## src/rtl/key_conditioner_pkg.sv

```systemverilog
// rtl/key_conditioner_pkg.sv - shared types and defaults for the key conditioner
//
// Purpose: per-channel debounce state encoding and the default debounce length
// used by key_debounce and key_conditioner. No ports.
package key_conditioner_pkg;

  typedef enum logic [1:0] {
    IDLE       = 2'd0,
    PRESS_WAIT = 2'd1,
    HELD       = 2'd2,
    REL_WAIT   = 2'd3
  } key_state_t;

  localparam int DEFAULT_DEBOUNCE = 4;

endpackage

```

## src/rtl/key_conditioner_debounce.sv

```systemverilog
// rtl/key_conditioner_debounce.sv - one key channel: synchroniser, debounce FSM, press pulse
//
// Purpose: turns one raw active-low key into a single-cycle pulse per accepted press.
// Ports:
//   clk    in  1  system clock, posedge
//   Reset  in  1  asynchronous active-low reset
//   key_n  in  1  raw key, 0 = pressed, asynchronous to clk
//   pulse  out 1  registered one-cycle pulse on entry to HELD
//   state  out 2  registered channel state (used by the top for new-game gating)
module key_debounce
  import key_conditioner_pkg::*;
#(
  parameter int DEBOUNCE_CYCLES = DEFAULT_DEBOUNCE
) (
  input  logic       clk,
  input  logic       Reset,
  input  logic       key_n,
  output logic       pulse,
  output key_state_t state
);

  localparam int CW = $clog2(DEBOUNCE_CYCLES + 1);
  localparam logic [CW-1:0] LAST = CW'(DEBOUNCE_CYCLES - 1);

  logic          s1, s2;
  key_state_t    state_q, state_n;
  logic [CW-1:0] cnt_q, cnt_n;
  logic          pulse_q, pulse_n;

  // Synchroniser resets to "pressed" and the FSM to HELD, so a key held
  // through reset release must be released and pressed again to count.
  always_ff @(posedge clk or negedge Reset) begin
    if (!Reset) begin
      s1      <= 1'b1;
      s2      <= 1'b1;
      state_q <= HELD;
      cnt_q   <= '0;
      pulse_q <= 1'b0;
    end else begin
      s1      <= ~key_n;
      s2      <= s1;
      state_q <= state_n;
      cnt_q   <= cnt_n;
      pulse_q <= pulse_n;
    end
  end

  // cnt counts stable samples already seen in the current wait state;
  // the sample that makes it DEBOUNCE_CYCLES completes the wait.
  always_comb begin
    state_n = state_q;
    cnt_n   = cnt_q;
    pulse_n = 1'b0;
    case (state_q)
      IDLE: begin
        if (s2) begin
          if (DEBOUNCE_CYCLES == 1) begin
            state_n = HELD;
            cnt_n   = '0;
            pulse_n = 1'b1;
          end else begin
            state_n = PRESS_WAIT;
            cnt_n   = CW'(1);
          end
        end
      end
      PRESS_WAIT: begin
        if (!s2) begin
          state_n = IDLE;
          cnt_n   = '0;
        end else if (cnt_q == LAST) begin
          state_n = HELD;
          cnt_n   = '0;
          pulse_n = 1'b1;
        end else begin
          cnt_n = cnt_q + CW'(1);
        end
      end
      HELD: begin
        if (!s2) begin
          if (DEBOUNCE_CYCLES == 1) begin
            state_n = IDLE;
            cnt_n   = '0;
          end else begin
            state_n = REL_WAIT;
            cnt_n   = CW'(1);
          end
        end
      end
      REL_WAIT: begin
        if (s2) begin
          state_n = HELD;
          cnt_n   = '0;
        end else if (cnt_q == LAST) begin
          state_n = IDLE;
          cnt_n   = '0;
        end else begin
          cnt_n = cnt_q + CW'(1);
        end
      end
      default: begin
        state_n = IDLE;
        cnt_n   = '0;
      end
    endcase
  end

  assign pulse = pulse_q;
  assign state = state_q;

endmodule

```

## src/rtl/key_conditioner.sv

```systemverilog
// rtl/key_conditioner.sv - three debounced key channels with new-game gating of L/R
//
// Purpose: clean single-cycle L, R and newGame pulses from raw active-low keys.
// Ports:
//   clk      in  1  system clock, posedge
//   Reset    in  1  asynchronous active-low reset
//   keyL_n   in  1  raw left key, 0 = pressed
//   keyR_n   in  1  raw right key, 0 = pressed
//   keyNG_n  in  1  raw new-game key, 0 = pressed
//   L        out 1  left press pulse, suppressed while new game is active
//   R        out 1  right press pulse, suppressed while new game is active
//   newGame  out 1  new-game press pulse
module key_conditioner
  import key_conditioner_pkg::*;
#(
  parameter int DEBOUNCE_CYCLES = DEFAULT_DEBOUNCE
) (
  input  logic clk,
  input  logic Reset,
  input  logic keyL_n,
  input  logic keyR_n,
  input  logic keyNG_n,
  output logic L,
  output logic R,
  output logic newGame
);

  logic       l_pulse, r_pulse, ng_pulse;
  key_state_t l_state, r_state, ng_state;
  logic       ng_busy;

  key_debounce #(.DEBOUNCE_CYCLES(DEBOUNCE_CYCLES)) u_left (
    .clk   (clk),
    .Reset (Reset),
    .key_n (keyL_n),
    .pulse (l_pulse),
    .state (l_state)
  );

  key_debounce #(.DEBOUNCE_CYCLES(DEBOUNCE_CYCLES)) u_right (
    .clk   (clk),
    .Reset (Reset),
    .key_n (keyR_n),
    .pulse (r_pulse),
    .state (r_state)
  );

  key_debounce #(.DEBOUNCE_CYCLES(DEBOUNCE_CYCLES)) u_newgame (
    .clk   (clk),
    .Reset (Reset),
    .key_n (keyNG_n),
    .pulse (ng_pulse),
    .state (ng_state)
  );

  // Gating looks only at registered new-game state, so there is no path
  // from the raw keys to L/R. The L/R channels keep running underneath.
  assign ng_busy = (ng_state == HELD) || (ng_state == REL_WAIT) || ng_pulse;

  // A valid pulse is only ever present in its channel's HELD state;
  // qualifying on it keeps a stray pulse bit from escaping.
  assign L       = l_pulse & (l_state == HELD) & ~ng_busy;
  assign R       = r_pulse & (r_state == HELD) & ~ng_busy;
  assign newGame = ng_pulse;

endmodule

```

## config.mk

```make
export PLATFORM = sky130hd
export DESIGN_NAME = key_conditioner
export DESIGN_NICKNAME = d
export VERILOG_FILES = /design/src/rtl/key_conditioner_pkg.sv /design/src/rtl/key_conditioner_debounce.sv /design/src/rtl/key_conditioner.sv
export SDC_FILE = /design/constraint.sdc
export NUM_CORES = 1
export LEC_CHECK = 0
export ABC_AREA = 0
export CAP_MARGIN = 5
export CORE_UTILIZATION = 55
export CTS_BUF_LIST = sky130_fd_sc_hd__clkbuf_8 sky130_fd_sc_hd__clkbuf_16
export CTS_CLUSTER_DIAMETER = 200
export DETAILED_ROUTE_END_ITERATION = 7
export PLACE_DENSITY_LB_ADDON = 0.12
export SYNTH_ARGS = -nofsm -noshare
export SYNTH_HDL_FRONTEND = slang
export SYNTH_SLANG_ARGS = --single-unit
```

## constraint.sdc

```tcl
create_clock -name clk -period 2.7 [get_ports clk]
set_clock_uncertainty 0.05 [all_clocks]
set_input_delay 0.27 -clock clk [delete_from_list [all_inputs] [get_ports clk]]
set_output_delay 0.27 -clock clk [all_outputs]
set_load 0.02 [all_outputs]
```

==> results of run 1 <==
[Yosys cell counts]
master     count  area [um^2]
o2bb2ai_1      1        8.760
nor3b_1        5        37.54
xor2_1         3        26.28
nor2_1         4        15.01
ha_1           3        37.54
dfstp_2        9        236.5
nor4_1         2        12.51
nor2b_1        3        18.77
dfrtp_1       15        375.4
a21oi_1        4        20.02
nand4b_1       2        17.52
o21a_1         5        37.54
mux2_2         3        33.78
o21ai_0        4        20.02
xnor2_1        3        26.28
nor3b_2        1        12.51
nand2_1        8        30.03
inv_1          3        11.26
[worst max-delay path, cell delays in order (launching register included)]
cell             delay, ps
dfstp_2                580
nand2_1                 60
nor4_1                 190
clkdlybuf4s50_1        650
[cell families (layout without fill, tap and decap cells)]
group / count (synthesis) / count (layout) / synth area share (%)
flops: 24 / 24 / 62.61
compound gates: 14 / 14 / 8.836
fa+ha+maj: 3 / 3 / 3.842
mux: 3 / 3 / 3.457
xor+xnor: 6 / 6 / 5.379
simple gates: 25 / 25 / 14.72
buf+inv: 3 / 15 / 1.152
[cells in the final DEF (no fill, tap or decap)]
master / netlist / layout
dfrtp_1: 15 / 15
dfstp_2: 9 / 9
nand2_1: 8 / 8
clkdlybuf4s50_1: 0 / 7
nor3b_1: 5 / 5
o21a_1: 5 / 5
nor2_1: 4 / 4
o21ai_0: 4 / 4
a21oi_1: 4 / 4
inv_1: 3 / 3
nor2b_1: 3 / 3
xor2_1: 3 / 3
xnor2_1: 3 / 3
mux2_2: 3 / 3
ha_1: 3 / 3
clkbuf_8: 0 / 3
nor4_1: 2 / 2
nand4b_1: 2 / 2
o2bb2ai_1: 1 / 1
nor3b_2: 1 / 1
bufinv_16: 0 / 1
buf_4: 0 / 1
[how the worst min path moves through the flow]
stage | startpoint | to | slack (ps)
global placement | u_newgame.s1 | u_newgame.s2 | 300
CTS | Reset | u_newgame.cnt_q[0] | 310
finish | Reset | u_newgame.cnt_q[0] | 310
detailed placement | u_left.s1 | u_left.s2 | 300
global route | u_right.s1 | u_right.s2 | 310
floorplan | Reset | u_left.cnt_q[0] | -80
[area by class of cell]
| cell class | count | share of cell area, % |
|---|---|---|
| flip-flops and latches | 24 | 53.38 |
| repair buffers | 8 | 6.769 |
| well taps | 16 | 1.747 |
| clock buffers | 3 | 3.603 |
| clock inverters | 1 | 2.620 |
| multi-input cells | 51 | 30.90 |
| inverters | 3 | 0.9825 |
[through the flow]
step	cell area, um^2	instances	util, %	hold WS (ps)
final	1146	106	72.70	305.0
after global routing	1146	106	72.70	312.5
after CTS	1146	106	72.70	311.9
after detailed placement	1075	102	68.17	298.4
after global placement	1075	102	68.17	296.1
after floorplan	977.2	78	-	-75.59
[power groups by stage]
stage               Clock, uW  Sequential (uW)  Combinational (uW)
floorplan                   0              560                 219
global placement            0              580                 262
detailed placement          0              583                 279
CTS                       316              578                 278
global route              323              598                 315
finish                    307              578                 274
[layer usage]
metal  vias to the layer above  share of wire (%)
met1                       274                 45
met3                         2                2.6
met5                         -                  0
met2                        10                 51
met4                         0                1.1
li1                        294                  -
==> impl_metrics.json, run 1 <==
{
  "status": "finished clean",
  "worstSetupPathType": "register to output pin",
  "rsz0062_at_grt": "false",
  "setup-violations-final": 0,
  "gp_congestion": 0.7593,
  "core-area_um2": 1577,
  "grt_use_met1_pct": 20.50,
  "met2_usage_pct": 30.59,
  "r2r-start": "u_newgame.cnt_q[0]",
  "seq_area_frac_synth_pct": 62.61,
  "routedWlPerCell_um": 12.90,
  "setup_slack_ps": 629.9,
  "grt_max_degree": 25,
  "hold_viol_final": 0,
  "leakagePower_uw": 0.0004922,
  "finalCriticalPeriod_ps": 2070,
  "grt_pass1_vias": 583,
  "p_sw_share_pct": 29.84,
  "r2r_setup_slack_ps": 1370,
  "antenna_left": 0,
  "ctsHoldBuffers": 0,
  "cts_made_buffers": 3,
  "p_int_uw": 813.4,
  "cts-root-buf": "clkbuf_8",
  "syn-cell-area_um2": 977.2,
  "top_usage_layer": "met2",
  "final_max_slew_viol_count": 0,
  "max-clock-path-buffers": 2,
  "io_buffers": 7,
  "syn_to_final_growth_pct": 17.29,
  "worstHoldPathType": "primary input to asynchronous set/reset pin",
  "drc": 0,
  "pwr-share-comb_pct": 23.7,
  "seq_area_um2": 611.8,
  "avgViaCountPerCell": 5.472,
  "dpl_worst_slack_ps": 932.6,
  "die_x_um": 44.15,
  "p_per_area_nw_per_um2": 1012,
  "multiInputGateArea_um2": 354.1,
  "clock_sinks": 24,
  "yosysWarningCount": 0,
  "slew_headroom_pct": 79.79,
  "ys_ff_latch": 24,
  "start_util_pct": 61.98,
  "p_seq_share_pct": 49.9,
  "drtIter0Drc": 3,
  "hpwl_um": 1016,
  "syn_nets": 86,
  "end_kind": "output pin",
  "max_freq_ghz": 0.4831,
  "crit_fanout": 5,
  "cts-resized-gates": 0,
  "p_clk_share_pct": 26.5,
  "cts_setup_buffers": 0,
  "synthCells": 78,
  "antenna_found_initial": 0,
  "critPathLaunchType": "register",
  "firstDrtPassIters": 3,
  "worstPathArrival_ps": 1750,
  "period_share_pct": 76.67,
  "reg2reg_depth": 4,
  "grtUsageMet3_pct": 1.224,
  "cts_tree": "built",
  "clk_pin_slew_worst_paths_ps": 80,
  "worst_pin_slew_ps": 301.0,
  "max_cap_violations": 0,
  "die_y_um": 44.15,
  "n_fill_cell": 109,
  "io_pins": 8,
  "cts_max_level": 1,
  "synth_cell_types": 18,
  "grt_pass1_wl_um": 2352,
  "final_layout_size_suffix_gt1_share_pct": 20.00,
  "die_area_um2": 1949,
  "required_ps": 2380,
  "switchingPower_uw": 346.0,
  "grt.overflow.total": 0,
  "finalPower_uw": 1159,
  "nets": 99,
  "vias": 580,
  "rows": 14,
  "routed_wl_um": 1367,
  "postSynthAreaPerCell_um2": 12.53,
  "antenna_cells": 0,
  "final.setup.tns_ps": 0,
  "crit_end": "R",
  "insertion_delay_ps": 260,
  "vdd_drop_max_mv": 0.5893,
  "track_usage_pct": 16.84
}
Power figures use the tool's default switching activity.
==> run 2: changes to the inputs <==
- CORE_ASPECT_RATIO: default -> 1.5
- CORE_UTILIZATION: 55 -> 49
- clock period: 2.7 -> 1.8 ns (I/O delays scaled with it)
==> run 2 against run 1 <==
Critical path depth is the same. Combinational power grew 49%. Register-to-register slack lost 920 ps. Wire length grew 1.8%. Total power grew 36%. Global-route usage shrank 0.76 points. Utilization shrank 12 points. Non-clock buffer count is the same. Via count grew 2.9%. Design area shrank 2.0%. Flip-flop and latch count is the same. Largest power group unchanged. Highest routed layer unchanged.
==> impl_metrics.json, run 2 (synthesized netlist as in run 1, its figures left out) <==
{
  "dpl_cell_area_um2": 1081,
  "finalCriticalPeriod_ps": 1685,
  "max-clock-path-buffers": 2,
  "avgViaCountPerCell": 5.378,
  "die_y_um": 56.70,
  "final_max_slew_viol_count": 0,
  "r2r_setup_slack_ps": 450,
  "clk_pin_slew_worst_paths_ps": 80,
  "die_x_um": 38.46,
  "grt_pass1_wl_um": 2484,
  "worst_pin_slew_ps": 303.9,
  "drc": 0,
  "p_per_area_nw_per_um2": 1403,
  "gp_congestion": 0.6470,
  "firstDrtPassIters": 4,
  "syn_to_final_growth_pct": 14.98,
  "core-area_um2": 1854,
  "grt.overflow.total": 0,
  "antenna_found_initial": 0,
  "io_pins": 8,
  "cts_made_buffers": 3,
  "p_seq_share_pct": 55.1,
  "worstHoldPathType": "primary input to asynchronous set/reset pin",
  "p_clk_share_pct": 19.0,
  "required_ps": 1570,
  "vdd_drop_max_mv": 0.8656,
  "pwr-share-comb_pct": 25.9,
  "max_cap_violations": 0,
  "cts_max_level": 1,
  "setup-violations-final": 0,
  "nets": 99,
  "antenna_cells": 0,
  "cts-root-buf": "clkbuf_8",
  "switchingPower_uw": 504.4,
  "period_share_pct": 93.63,
  "leakagePower_uw": 0.0004931,
  "die_area_um2": 2180,
  "final_common_cell": "dfrtp_1",
  "reg2reg_depth": 4,
  "critPathLaunchType": "register",
  "rsz0062_at_grt": "false",
  "stdcell_count": 111,
  "io_buffers": 7,
  "hpwl_um": 1026,
  "p_int_uw": 1072,
  "ctsHoldBuffers": 0,
  "p_sw_share_pct": 32.01,
  "max_freq_ghz": 0.5934,
  "rows": 19,
  "drtIter0Drc": 7,
  "routedWlPerCell_um": 12.54,
  "end_kind": "output pin",
  "place_inst": 107,
  "worstPathArrival_ps": 1460,
  "hold_viol_final": 0,
  "crit_fanout": 5,
  "r2r-start": "u_newgame.cnt_q[0]",
  "antenna_left": 0,
  "grt_pass1_vias": 621,
  "vias": 597,
  "final.setup.tns_ps": 0,
  "grt_max_degree": 25,
  "cts_tree": "built",
  "track_usage_pct": 16.08,
  "design_area_um2": 1124,
  "clock_sinks": 24,
  "n_fill_cell": 158,
  "final_cell_mix": "15 x dfrtp_1, 9 x dfstp_2, 8 x nand2_1",
  "worstSetupPathType": "register to output pin",
  "insertion_delay_ps": 250,
  "final_layout_size_suffix_gt1_share_pct": 18.89,
  "slew_headroom_pct": 79.60,
  "status": "finished clean",
  "start_util_pct": 52.70,
  "routed_wl_um": 1392
}
## run 2: changes by cell type in the layout (fill, tap and decap cells not counted), sizes merged
cell           previous run  this run
bufinv                    1         0
clkdlybuf4s50             7         5
dlygate4sd2               0         2
inv                       3         4
## run 2: layout make-up
class | count | area [um^2] | share of cell area (%)
Clock inverter | 1 | 3.754 | 0.3341
Sequential cell | 24 | 611.8 | 54.45
Multi-Input combinational cell | 51 | 354.1 | 31.51
Clock buffer | 3 | 41.29 | 3.675
Tap cell | 21 | 26.28 | 2.339
Inverter | 3 | 11.26 | 1.002
Timing Repair Buffer | 8 | 75.07 | 6.682
## run 2: per-stage QoR
stage / power, uW / util (%) / hold slack [ps] / setup slack, ps
3_5_place_dp: 1294 / 58.30 / 297.2 / 118.2
3_3_place_gp: 1268 / 58.30 / 295.8 / 166.6
6_report: 1576 / 60.59 / 225.3 / 114.7
2_1_floorplan: 1168 / - / -165.6 / 342.2
4_1_cts: 1596 / 60.59 / 232.0 / 102.9
5_1_grt: 1707 / 60.59 / 247.7 / 17.62
## run 2: power by group through the flow
stage                     clock network (uW)  logic [uW]  registers, uW
after CTS                                310         416            871
after floorplan                            0         328            840
final                                    299         408            869
after global routing                     334         478            895
after detailed placement                   0         415            878
after global placement                     0         396            872
## run 2: repair_timing
item,CTS,global route
buffers inserted,0,0
setup endpoints to repair,2,0
resized for setup,2,0
## run 2: worst max-delay path by stage
stage,endpoint,cells after the start,from,slack [ps]
after floorplan,L,2,register,340
after global placement,R,3,register,170
after detailed placement,R,3,register,120
after CTS,R,3,register,100
after global routing,R,3,register,20
final,R,3,register,110
## run 2: critical path, stage by stage, from the launching register on
cell and delay (ps):
dfstp_2 580, nand2_1 60, nor4_1 190, dlygate4sd2_1 370
## run 2: layer usage
layer  vias to the layer above  part of all wire (%)  wire length, um  GRT usage (%)
met3                         2                   2.1               29          2.372
met4                         0                   1.4               19          7.389
li1                        293                     -                -              -
met5                         -                     0                0              0
met2                         8                    52              728          26.63
met1                       294                    44              615          19.79
==> run 3: changes to the inputs <==
- CTS_CLUSTER_SIZE: default -> 25
==> results of run 3 <==
The final DEF is identical to that of run 2; final timing and power are the same.
